<file path="src/rtl/fsm_seq_pkg.sv">
// Shared state encodings, default display codes and synchronizer slot indices
// for the start/advance sequencer.
package fsm_seq_pkg;

  typedef enum logic [2:0] {
    ST_IDLE  = 3'd0,
    ST_COUNT = 3'd1,
    ST_WAIT  = 3'd2,
    ST_DONE  = 3'd3
  } state_e;

  localparam logic [7:0] DISP_IDLE  = 8'd0;
  localparam logic [7:0] DISP_COUNT = 8'd10;
  localparam logic [7:0] DISP_WAIT  = 8'd5;
  localparam logic [7:0] DISP_DONE  = 8'd15;

  localparam int NUM_SYNC   = 3;
  localparam int SYNC_START = 0;
  localparam int SYNC_ADV   = 1;
  localparam int SYNC_ABORT = 2;

endpackage

</file>
<file path="src/rtl/fsm_sequencer_sync_edge.sv">
// Two-flop synchronizer with registered level and a one-cycle rising-edge pulse
// that appears in the same cycle the synchronized level first goes high.
module sync_edge (
  input  logic clk,
  input  logic reset,
  input  logic in_i,
  output logic lvl_o,
  output logic edge_o
);

  logic s1_q, s2_q, edge_q;

  always_ff @(posedge clk or negedge reset) begin
    if (!reset) begin
      s1_q   <= 1'b0;
      s2_q   <= 1'b0;
      edge_q <= 1'b0;
    end else begin
      s1_q   <= in_i;
      s2_q   <= s1_q;
      edge_q <= s1_q & ~s2_q;
    end
  end

  assign lvl_o  = s2_q;
  assign edge_o = edge_q;

endmodule

</file>
<file path="src/rtl/fsm_sequencer.sv">
// Start/count/wait/done sequencer: counts prescaled ticks up to a latched target,
// then steps through WAIT and DONE on advance edges; abort returns to IDLE.
module fsm_sequencer
  import fsm_seq_pkg::*;
#(
  parameter int         COUNT_W  = 8,
  parameter int         PRESCALE = 10_000_000,
  parameter logic [7:0] D_IDLE   = DISP_IDLE,
  parameter logic [7:0] D_COUNT  = DISP_COUNT,
  parameter logic [7:0] D_WAIT   = DISP_WAIT,
  parameter logic [7:0] D_DONE   = DISP_DONE
) (
  input  logic               clk,
  input  logic               reset,
  input  logic               start,
  input  logic               advance,
  input  logic               abort,
  input  logic [COUNT_W-1:0] count_target,
  output logic [7:0]         disp,
  output logic [2:0]         state,
  output logic [COUNT_W-1:0] count,
  output logic               busy,
  output logic               done
);

  localparam int PRE_W = (PRESCALE > 1) ? $clog2(PRESCALE) : 1;
  localparam logic [PRE_W-1:0] PRE_LAST = PRE_W'(PRESCALE - 1);

  logic [NUM_SYNC-1:0] sync_in, sync_lvl, sync_edge_p;
  logic [2:0]          sync_unused;

  assign sync_in[SYNC_START] = start;
  assign sync_in[SYNC_ADV]   = advance;
  assign sync_in[SYNC_ABORT] = abort;

  for (genvar i = 0; i < NUM_SYNC; i++) begin : g_sync
    sync_edge u_sync (
      .clk    (clk),
      .reset  (reset),
      .in_i   (sync_in[i]),
      .lvl_o  (sync_lvl[i]),
      .edge_o (sync_edge_p[i])
    );
  end

  // Abort is level-only; start/advance are edge-only.
  assign sync_unused = {sync_lvl[SYNC_START], sync_lvl[SYNC_ADV], sync_edge_p[SYNC_ABORT]};

  logic start_e, adv_e, abort_l;
  assign start_e = sync_edge_p[SYNC_START];
  assign adv_e   = sync_edge_p[SYNC_ADV];
  assign abort_l = sync_lvl[SYNC_ABORT];

  state_e             state_q;
  logic [7:0]         disp_q;
  logic [COUNT_W-1:0] count_q, target_q;
  logic [PRE_W-1:0]   pre_q;
  logic               busy_q, done_q;
  logic               tick;

  assign tick = (pre_q == PRE_LAST);

  always_ff @(posedge clk or negedge reset) begin
    if (!reset) begin
      state_q  <= ST_IDLE;
      disp_q   <= D_IDLE;
      count_q  <= '0;
      target_q <= '0;
      pre_q    <= '0;
      busy_q   <= 1'b0;
      done_q   <= 1'b0;
    end else begin
      done_q <= 1'b0;
      if (abort_l) begin
        state_q <= ST_IDLE;
        disp_q  <= D_IDLE;
        busy_q  <= 1'b0;
        count_q <= '0;
        pre_q   <= '0;
      end else begin
        case (state_q)
          ST_IDLE: begin
            count_q <= '0;
            if (start_e) begin
              state_q  <= ST_COUNT;
              disp_q   <= D_COUNT;
              busy_q   <= 1'b1;
              target_q <= count_target;
              pre_q    <= '0;
            end
          end
          ST_COUNT: begin
            if (tick) begin
              pre_q <= '0;
              // Exit compares before incrementing, so count never wraps.
              if (count_q == target_q) begin
                state_q <= ST_WAIT;
                disp_q  <= D_WAIT;
              end else begin
                count_q <= count_q + 1'b1;
              end
            end else begin
              pre_q <= pre_q + 1'b1;
            end
          end
          ST_WAIT: begin
            if (adv_e) begin
              state_q <= ST_DONE;
              disp_q  <= D_DONE;
              done_q  <= 1'b1;
            end
          end
          ST_DONE: begin
            if (adv_e) begin
              state_q <= ST_IDLE;
              disp_q  <= D_IDLE;
              busy_q  <= 1'b0;
              count_q <= '0;
            end
          end
          default: begin
            state_q <= ST_IDLE;
            disp_q  <= D_IDLE;
            busy_q  <= 1'b0;
            count_q <= '0;
          end
        endcase
      end
    end
  end

  assign state = state_q;
  assign disp  = disp_q;
  assign count = count_q;
  assign busy  = busy_q;
  assign done  = done_q;

endmodule

</file>
<file path="config.mk">
export PLATFORM = sky130hd
export DESIGN_NAME = fsm_sequencer
export DESIGN_NICKNAME = d
export VERILOG_FILES = /design/src/rtl/fsm_seq_pkg.sv /design/src/rtl/fsm_sequencer_sync_edge.sv /design/src/rtl/fsm_sequencer.sv
export SDC_FILE = /design/constraint.sdc
export NUM_CORES = 1
export LEC_CHECK = 0
export BUFFER_PORTS_ARGS = -buffer_cell sky130_fd_sc_hd__clkbuf_2
export CAP_MARGIN = 10
export CORE_UTILIZATION = 45
export DETAILED_ROUTE_END_ITERATION = 10
export PLACE_DENSITY = 0.75
export RECOVER_POWER = 100
export SETUP_SLACK_MARGIN = 0.3
export SYNTH_ARGS = -nofsm -noshare
export SYNTH_HDL_FRONTEND = slang
export SYNTH_SLANG_ARGS = --single-unit
</file>
<file path="constraint.sdc">
create_clock -name clk -period 2 [get_ports clk]
set_input_delay 0.3 -clock clk [delete_from_list [all_inputs] [get_ports clk]]
set_output_delay 0.3 -clock clk [all_outputs]
set_load 0.01 [all_outputs]
</file>
# [After elaboration in Yosys (flattened, before gate mapping)]
# Index checks and enable logic that the tools add are counted.
[totals] reg_bits=61 in_bits=13 output_inout_bits=21 elab_cells=72
[classes] addsub=2 eq_ne=13 muxes=29 n_bitwise=5 n_reduce_logical=8
[op_table] op="two-way mux 24 bit" count=3
[op_table] op="two-way mux 8 bit" count=9
[op_table] op="case mux 24 bit (2 select lines)" count=1
[op_table] op="case mux 8 bit (4 select lines)" count=1
[op_table] op="adder 24 x 1 -> 24 bit, second input constant" count=1
[op_table] op="== test 24 bit, second input constant" count=1
[op_table] op="case mux 8 bit (3 select lines)" count=1
[op_table] op="two-way mux 3 bit" count=6
[op_table] op="case mux 3 bit (4 select lines)" count=1
[op_table] op="!= test 3 x 1 -> 1 bit, second input constant" count=3
[op_table] op="!= test 3 x 2 -> 1 bit, second input constant" count=3
[op_table] op="adder 8 x 1 -> 8 bit, second input constant" count=1
[op_table] op="== test 8 bit" count=1
[op_table] op="== test 3 x 2 -> 1 bit, second input constant" count=2
[op_table] op="two-way mux 1 bit" count=6
[op_table] op="AND reduction 3 bit" count=2
[op_table] op="AND reduction 5 bit" count=1
[op_table] op="!= test 2 x 1 -> 1 bit, second input constant" count=2
[op_table] op="AND reduction 4 bit" count=1
[op_table] op="== test 3 x 1 -> 1 bit, second input constant" count=1
[op_table] op="logical NOT 3 bit" count=1
[op_table] op="NOT 1 bit" count=3
[op_table] op="case mux 1 bit (3 select lines)" count=1
[op_table] op="nonzero test 3 bit" count=1
[op_table] op="other kinds (3)" count=4

# [Logic depth before layout (Yosys ltp)]
# Gate-level depths: netlist (run 1).
[logic_depth] ltp_word=5 mapped_depth=8 ltp_nobuf=7

# [By module]
# From an unflattened synthesis (run 1), not the netlist that was laid out.
[hier_totals] cells_unflattened=290 hier_area_um2=2887.8
[modules_own_cells] module="fsm_sequencer" instances=1 cells_per_inst=278 area_each_um2=2621.3 seq_area_each_um2=1101.1
[modules_own_cells] module="sync_edge" instances=3 cells_per_inst=4 area_each_um2=88.8 seq_area_each_um2=75.1

# [Worst setup path after synthesis (run 1)]
# OpenSTA, ideal clock, no wires.
[synth_timing] kind="reg2reg" from="register disp[2] (netlist name)" to="register pre_q[2]" setup_time_ns=0.078 t_arrival_ns=1.957 required_time_ns=1.922 slack_ns=-0.035 stages_incl_launch_ff=9 n_path_buf=2 synth_period_minus_slack_ns=2.035 cell_sequence="dfrtp_1 inv_1 ha_1 nand2b_1 a21oi_1 buf_2 clkbuf_1 o21bai_1 o2bb2ai_1"
[synth_lines] item="to (signal assigned)" line_no="fsm_sequencer.sv:103" source="pre_q <= pre_q + 1'b1;"
[synth_lines] item="to (decl)" line_no="fsm_sequencer.sv:57" source="logic [PRE_W-1:0] pre_q;"

# [Worst setup path after layout (run 1)]
[layout_timing] from="register pre_q[8]" to="register pre_q[22]"
[layout_between] elab_chain_cells=4 elab_cells_between_ends=5 cone_classes="add/sub: 1; eq/ne: 1; mux: 3"
[layout_lines] item="adder 24 x 1 -> 24 bit / == test 24 bit (equally long branches)" line_no="fsm_sequencer.sv:103, fsm_sequencer.sv:61"
[layout_lines] item="two-way mux 24 bit (*)" line_no="fsm_sequencer.sv:93" source="if (tick) begin"
[layout_lines] item="case mux 24 bit (2 select lines) (*)" line_no="fsm_sequencer.sv:81" source="case (state_q)"
[layout_lines] item="two-way mux 24 bit (*)" line_no="fsm_sequencer.sv:74" source="if (abort_l) begin"
# Mark *: on every way between the ends. The rest lies on a longest branch, timed or not.
# A chain may end at the register's enable or synchronous reset.

==> impl_metrics.json, run 1 <==
{
  "via_per_inst": 5.45,
  "cts_max_level": 2,
  "num_vias": 2392,
  "worstRegToRegCells": 7,
  "final_core_util_pct": 62.1,
  "hold_viol": 0,
  "synth_xor_area_share_pct": 7.13,
  "cts_tree": "yes",
  "rr_endpoint": "pre_q[22]",
  "yosysSeqAreaShare_pct": 44.1,
  "endpoint_kind": "flip-flop",
  "place_inst": 397,
  "synth_area_leaders": "dfrtp_1, xnor2_1, nor2_1",
  "r2r-start": "pre_q[8]",
  "cp-start-kind": "flip-flop",
  "die_h_um": 83.0,
  "ant_nets": 0,
  "dp_hpwl_mm": 4.35,
  "max_slew_margin_pct": 19.7,
  "cts_buffers": 5,
  "powerDensity_nw_per_um2": 774,
  "critPathArrivalTime_ps": 2100,
  "synth_compound_area_share_pct": 10.8,
  "dp_slack_ps": 115,
  "clock-sinks": 52,
  "final_cells": 439,
  "setup_slack_ps": 101,
  "tns_ps": 0,
  "power_w": 0.00305,
  "antenna_found_initial": 0,
  "final_common_cell": "dfrtp_1",
  "port_buffers": 28,
  "crit_type": "flip-flop to flip-flop",
  "yosys.area.top_type_share_pct": 44.1,
  "grt_first_pass_wirelength_mm": 11.1,
  "cts_buffer_depth": 2,
  "antennaDiodeCount": 0,
  "setup.worst_path.start": "pre_q[8]",
  "clk-insertion-delay-late_ps": 310,
  "cts.clk_slew.worst_paths_ps": 100,
  "hold_class": "primary input to flip-flop",
  "cp_data_required_time_ps": 2200,
  "ioPinCount": 34,
  "drt_iter0_drc": 101,
  "rrSetupSlack_ps": 100,
  "gr-total-overflow": 0,
  "synthSimpleGateAreaFrac_pct": 26.0,
  "tightest_slew_ps": 1200,
  "drcViolationCount": 0,
  "finalClockSkew_ps": 7.56,
  "synth_top_area_cell": "dfrtp_1",
  "core_sq_um": 6350,
  "die_w_um": 83.0,
  "synthMuxAreaShare_pct": 3.73,
  "max-cap-violations": 0,
  "power_leakage_nw": 1.63,
  "vdd_ir_drop_max_mv": 0.553,
  "status": "finished clean",
  "layout_common_cells": "dfrtp_1, buf_4, xnor2_1, nor2_1, clkbuf_2",
  "yosysUniqueCellTypes": 53,
  "nets": 380,
  "dr.pass1.iters": 4,
  "gp_congestion": 0.851,
  "syn2layout_area_growth_pct": 33.8,
  "rsz0062_at_grt": "yes",
  "fillers": 506,
  "synth-adder-area-share_pct": 2.55,
  "grt_pass1_vias": 2398,
  "grt_util_all_layers_pct": 19.9,
  "drive_gt1_share_pct": 38.7,
  "synth-main-ff-cell": "dfrtp_1",
  "fin_crit_sh_pct": 94.9,
  "num_rows": 29,
  "dieArea_sq_um": 6880,
  "drv_slew": 0,
  "fin_crit_ps": 1900,
  "start_util_pct": 46.4,
  "syn-cell-area_sq_um": 2950,
  "yosys_register_bits": 52,
  "grt_start_max_net_pins": 22,
  "wirelength_mm": 6.74,
  "max_freq_mhz": 527,
  "postSynth.asyncResetShare_pct": 100,
  "yosysWarnings": 0,
  "syn_area_per_cell_sq_um": 10.4,
  "syn_inst": 284,
  "synth_top_family_by_area": "simple AND/OR/NAND/NOR gates",
  "ctsRootBufferMaster": "clkbuf_8",
  "synth_edf_count": 0,
  "wl_per_cell_um": 15.4,
  "finalSetupViolCount": 0,
  "endpoint": "pre_q[22]",
  "critPathMaxFanout": 8
}
worst min path at each step:
| stage | to | cells past startpoint | start | slack (ps) |
|---|---|---|---|---|
| global route | g_sync[2].u_sync.s1_q | 1 | abort | 80 |
| CTS | g_sync[2].u_sync.s1_q | 1 | abort | 90 |
| floorplan | busy | 0 | reset | 4 |
| detailed placement | pre_q[20] | 1 | reset | 310 |
| finish | g_sync[0].u_sync.s1_q | 1 | start | 100 |
| global placement | pre_q[19] | 1 | reset | 320 |
cell usage after synthesis (2+ instances only):
cell type   n
mux2_2      8
o221ai_2    5
or4_1       2
nor3_1      9
o21ai_1     2
and4_1      4
buf_4      10
nand2_1    16
nor4_1      4
xnor2_1    24
nor2b_1     5
and3_1      3
nand4_1     6
a21oi_1     7
mux2i_1     2
dfrtp_1    52
nand4_2     3
nor2_1     28
inv_1      14
nor4_2      6
o41ai_1     3
buf_2       2
nand3_1    11
ha_1        6
and4bb_2    3
or2_2       2
nor2_2      3
o21ai_0    11
and3b_1     2
clkbuf_1    4
nand2b_1    5
kinds of logic after synthesis:
group / count (synthesis)
simple gates: 122
flops: 52
compound gates: 38
buf+inv: 31
xor+xnor: 24
mux: 10
fa+ha+maj: 6
other cells: 1
area by class of cell:
cell class / count / area (sq um) / share of cell area (%)
Clock buffer: 6 / 82.6 / 2.09
Clock inverter: 2 / 15.0 / 0.380
Timing Repair Buffer: 83 / 636 / 16.1
Multi-Input combinational cell: 205 / 1760 / 44.6
Tap cell: 77 / 96.3 / 2.44
Sequential cell: 52 / 1300 / 33.0
Inverter: 14 / 52.6 / 1.33
critical path: stages (launching register included):
cell       delay [ps]
dfrtp_1           430
nor4b_2           450
and3b_2           310
buf_6             110
a21oi_4            70
nor2_4            180
clkbuf_16         190
nor2_1             50
stage by stage:
| stage | hold WS (ps) | area (sq um) |
|---|---|---|
| 3_5_place_dp | 313 | 3370 |
| 6_report | 97.1 | 3950 |
| 2_1_floorplan | 4.41 | 3090 |
| 3_3_place_gp | 317 | 3370 |
| 4_1_cts | 89.0 | 3840 |
| 5_1_grt | 76.6 | 3950 |
registers in the layout, summed over array words and instances (netlist names):
| register | flops |
|---|---|
| target_q | 8 |
| g_sync.u_sync.s1_q | 3 |
| pre_q | 24 |
| disp | 1 |
| busy | 1 |
| count | 8 |
| state | 1 |
| g_sync.u_sync.edge_o | 2 |
| done | 1 |
| g_sync.u_sync.lvl_o | 3 |
timing repair:
action | CTS | global route
pin swaps | 12 | 4
endpoints found under the hold margin | 19 | 0
buffers inserted | 23 | 8
setup endpoints to repair | 31 | 33
hold buffers | 1 | 0
gates resized for setup | 28 | 21
cloned | 1 | 1
report_power, final:
group	internal, W	total (W)	switching (W)
registers	0.00117	0.00126	0.0000882
clock network	0.000281	0.000637	0.000356
logic	0.000564	0.00116	0.000595
total	0.00201	0.00305	0.00104
per-layer routing:
| metal | up-vias | routed length, um | share of wire, % | GRT usage (%) |
|---|---|---|---|---|
| met3 | 7 | 215 | 3.2 | 3.68 |
| li1 | 1146 | - | - | - |
| met5 | - | 0 | 0 | 0 |
| met2 | 56 | 3580 | 53 | 35.2 |
| met4 | 0 | 58 | 0.86 | 5.02 |
| met1 | 1183 | 2890 | 43 | 24.9 |
No activity file was read; power rests on OpenSTA's default activity.
==> inputs of run 2 (changes only) <==
--- a/config.mk
+++ b/config.mk
@@ -14,4 +14,5 @@
 export SETUP_SLACK_MARGIN = 0.3
 export SYNTH_ARGS = -nofsm -noshare
 export SYNTH_HDL_FRONTEND = slang
+export SYNTH_HIERARCHICAL = 1
 export SYNTH_SLANG_ARGS = --single-unit
==> impl_metrics.json, run 2 <==
{
  "die_w_um": 81.6,
  "max_freq_mhz": 506,
  "core_sq_um": 6030,
  "die_h_um": 81.6,
  "p_comb_share_pct": 40.0,
  "final_common_cell": "buf_4",
  "gp_congestion": 0.876,
  "ioPinCount": 34,
  "dr.pass1.iters": 5,
  "status": "finished clean",
  "ant_nets": 0,
  "hold_class": "primary input to flip-flop",
  "fin_area_sq_um": 3930,
  "gr-total-overflow": 0,
  "drt_iter0_drc": 212,
  "syn-cell-area_sq_um": 2850,
  "place_inst": 404,
  "crit_type": "flip-flop to flip-flop",
  "num_rows": 28,
  "antennaDiodeCount": 0,
  "antenna_found_initial": 0,
  "cts_tree": "yes",
  "start_util_pct": 47.3,
  "yosysWarnings": 6,
  "drive_gt1_share_pct": 43.1,
  "tns_ps": 0,
  "finalClockSkew_ps": 7.52,
  "powerDensity_nw_per_um2": 810,
  "layout_common_cells": "buf_4, dfrtp_1, clkbuf_2, nand2_1, nand3_1",
  "power_frac_seq_pct": 40.4,
  "vdd_ir_drop_max_mv": 0.501,
  "drcViolationCount": 0,
  "syn2layout_area_growth_pct": 37.9,
  "hold_viol": 0,
  "cp_data_required_time_ps": 2210,
  "wl_per_cell_um": 17.7,
  "rsz0062_at_grt": "yes",
  "internal_power_w": 0.00204,
  "clock-sinks": 52,
  "num_vias": 2625,
  "critPathMaxFanout": 4,
  "grt_util_all_layers_pct": 22.9,
  "tightest_slew_ps": 1160,
  "port_buffers": 28,
  "ctsRootBufferMaster": "clkbuf_8",
  "fillers": 461,
  "fin_crit_sh_pct": 98.9,
  "grt_pass1_vias": 2394,
  "wirelength_mm": 7.83,
  "grt_first_pass_wirelength_mm": 11.6,
  "largest_register_ffs": 24,
  "drv_slew": 0,
  "nets": 385,
  "syn_inst": 288,
  "final_core_util_pct": 65.2,
  "grt_start_max_net_pins": 53,
  "critPathArrivalTime_ps": 2190,
  "cts_buffer_depth": 2,
  "clkPwrFrac_pct": 19.6,
  "clk-insertion-delay-late_ps": 310,
  "p_sw_w": 0.00114,
  "multi_input_area_sq_um": 1820,
  "syn_area_per_cell_sq_um": 9.89,
  "cts_buffers": 5,
  "final_cells": 442,
  "via_per_inst": 5.94,
  "fin_crit_ps": 1980,
  "max_slew_margin_pct": 22.9,
  "dieArea_sq_um": 6650,
  "timing.hold.ws_ps": 82.6,
  "dp_hpwl_mm": 4.80,
  "swShare_pct": 35.9,
  "max-cap-violations": 0,
  "endpoint_kind": "flip-flop",
  "cts.clk_slew.worst_paths_ps": 100,
  "regArea_sq_um": 1310,
  "cts_max_level": 2,
  "cp-start-kind": "flip-flop",
  "power_leakage_nw": 1.66,
  "regMostFlops": "pre_q",
  "finalSetupViolCount": 0,
  "place_area_sq_um": 3290
}
run 2: critical path: stages (launching register included):
cell	delay, ps
dfrtp_1	400
buf_4	160
nor4_1	340
nand4b_1	260
o41ai_4	480
nand4bb_1	150
o311ai_1	90
run 2: power by group through the flow:
stage | clock network [W] | registers, W | logic [W]
floorplan | 0 | 0.00129 | 0.000715
global placement | 0 | 0.00130 | 0.000884
detailed placement | 0 | 0.00131 | 0.000916
CTS | 0.000628 | 0.00128 | 0.00104
global route | 0.000663 | 0.00131 | 0.00136
finish | 0.000625 | 0.00128 | 0.00127
run 2: timing repair:
| item | in CTS | in global routing |
|---|---|---|
| setup buffers | 12 | 15 |
| hold buffers | 1 | 0 |
| gates cloned | 0 | 2 |
| pin swaps | 3 | 18 |
| gates resized for setup | 21 | 54 |
| hold endpoints to repair | 52 | 0 |
| setup endpoints to repair | 34 | 34 |
run 2: routing by layer:
metal  vias up  share of wire, %  global-route usage (%)
li1       1187                 -                       -
met1      1258                42                    30.5
met2       150                48                    37.9
met3        30               6.4                    4.44
met4         0               3.1                    6.49
met5         -                 0                       0
run 2: per-stage QoR:
step           power [W]  setup WS [ps]
6_report         0.00318           22.4
5_1_grt          0.00333          -48.4
4_1_cts          0.00295           76.7
3_5_place_dp     0.00222           65.4
3_3_place_gp     0.00218           90.9
2_1_floorplan    0.00201            206
run 2: layout make-up:
class | instances | area share [%]
clock buffers | 6 | 1.85
clock inverters | 2 | 0.414
inverters | 4 | 0.510
multi-input cells | 216 | 46.3
flip-flops and latches | 52 | 33.2
well taps | 75 | 2.39
repair buffers | 87 | 15.3
run 2: path summary, 6_finish.rpt:
kind / startpoint / to / slack, ps / cells after the start
max: pre_q[13] / disp[2] / 20 / 6
min: start / g_sync[0].u_sync/s1_q / 80 / 1
max reg2reg: pre_q[13] / disp[2] / 20 / 6
min reg2reg: g_sync[1].u_sync/s1_q / g_sync[1].u_sync/lvl_o / 380 / 0
max in group asynchronous: reset / pre_q[17] / 380 / 3
min in group asynchronous: reset / count[0] / 840 / 3
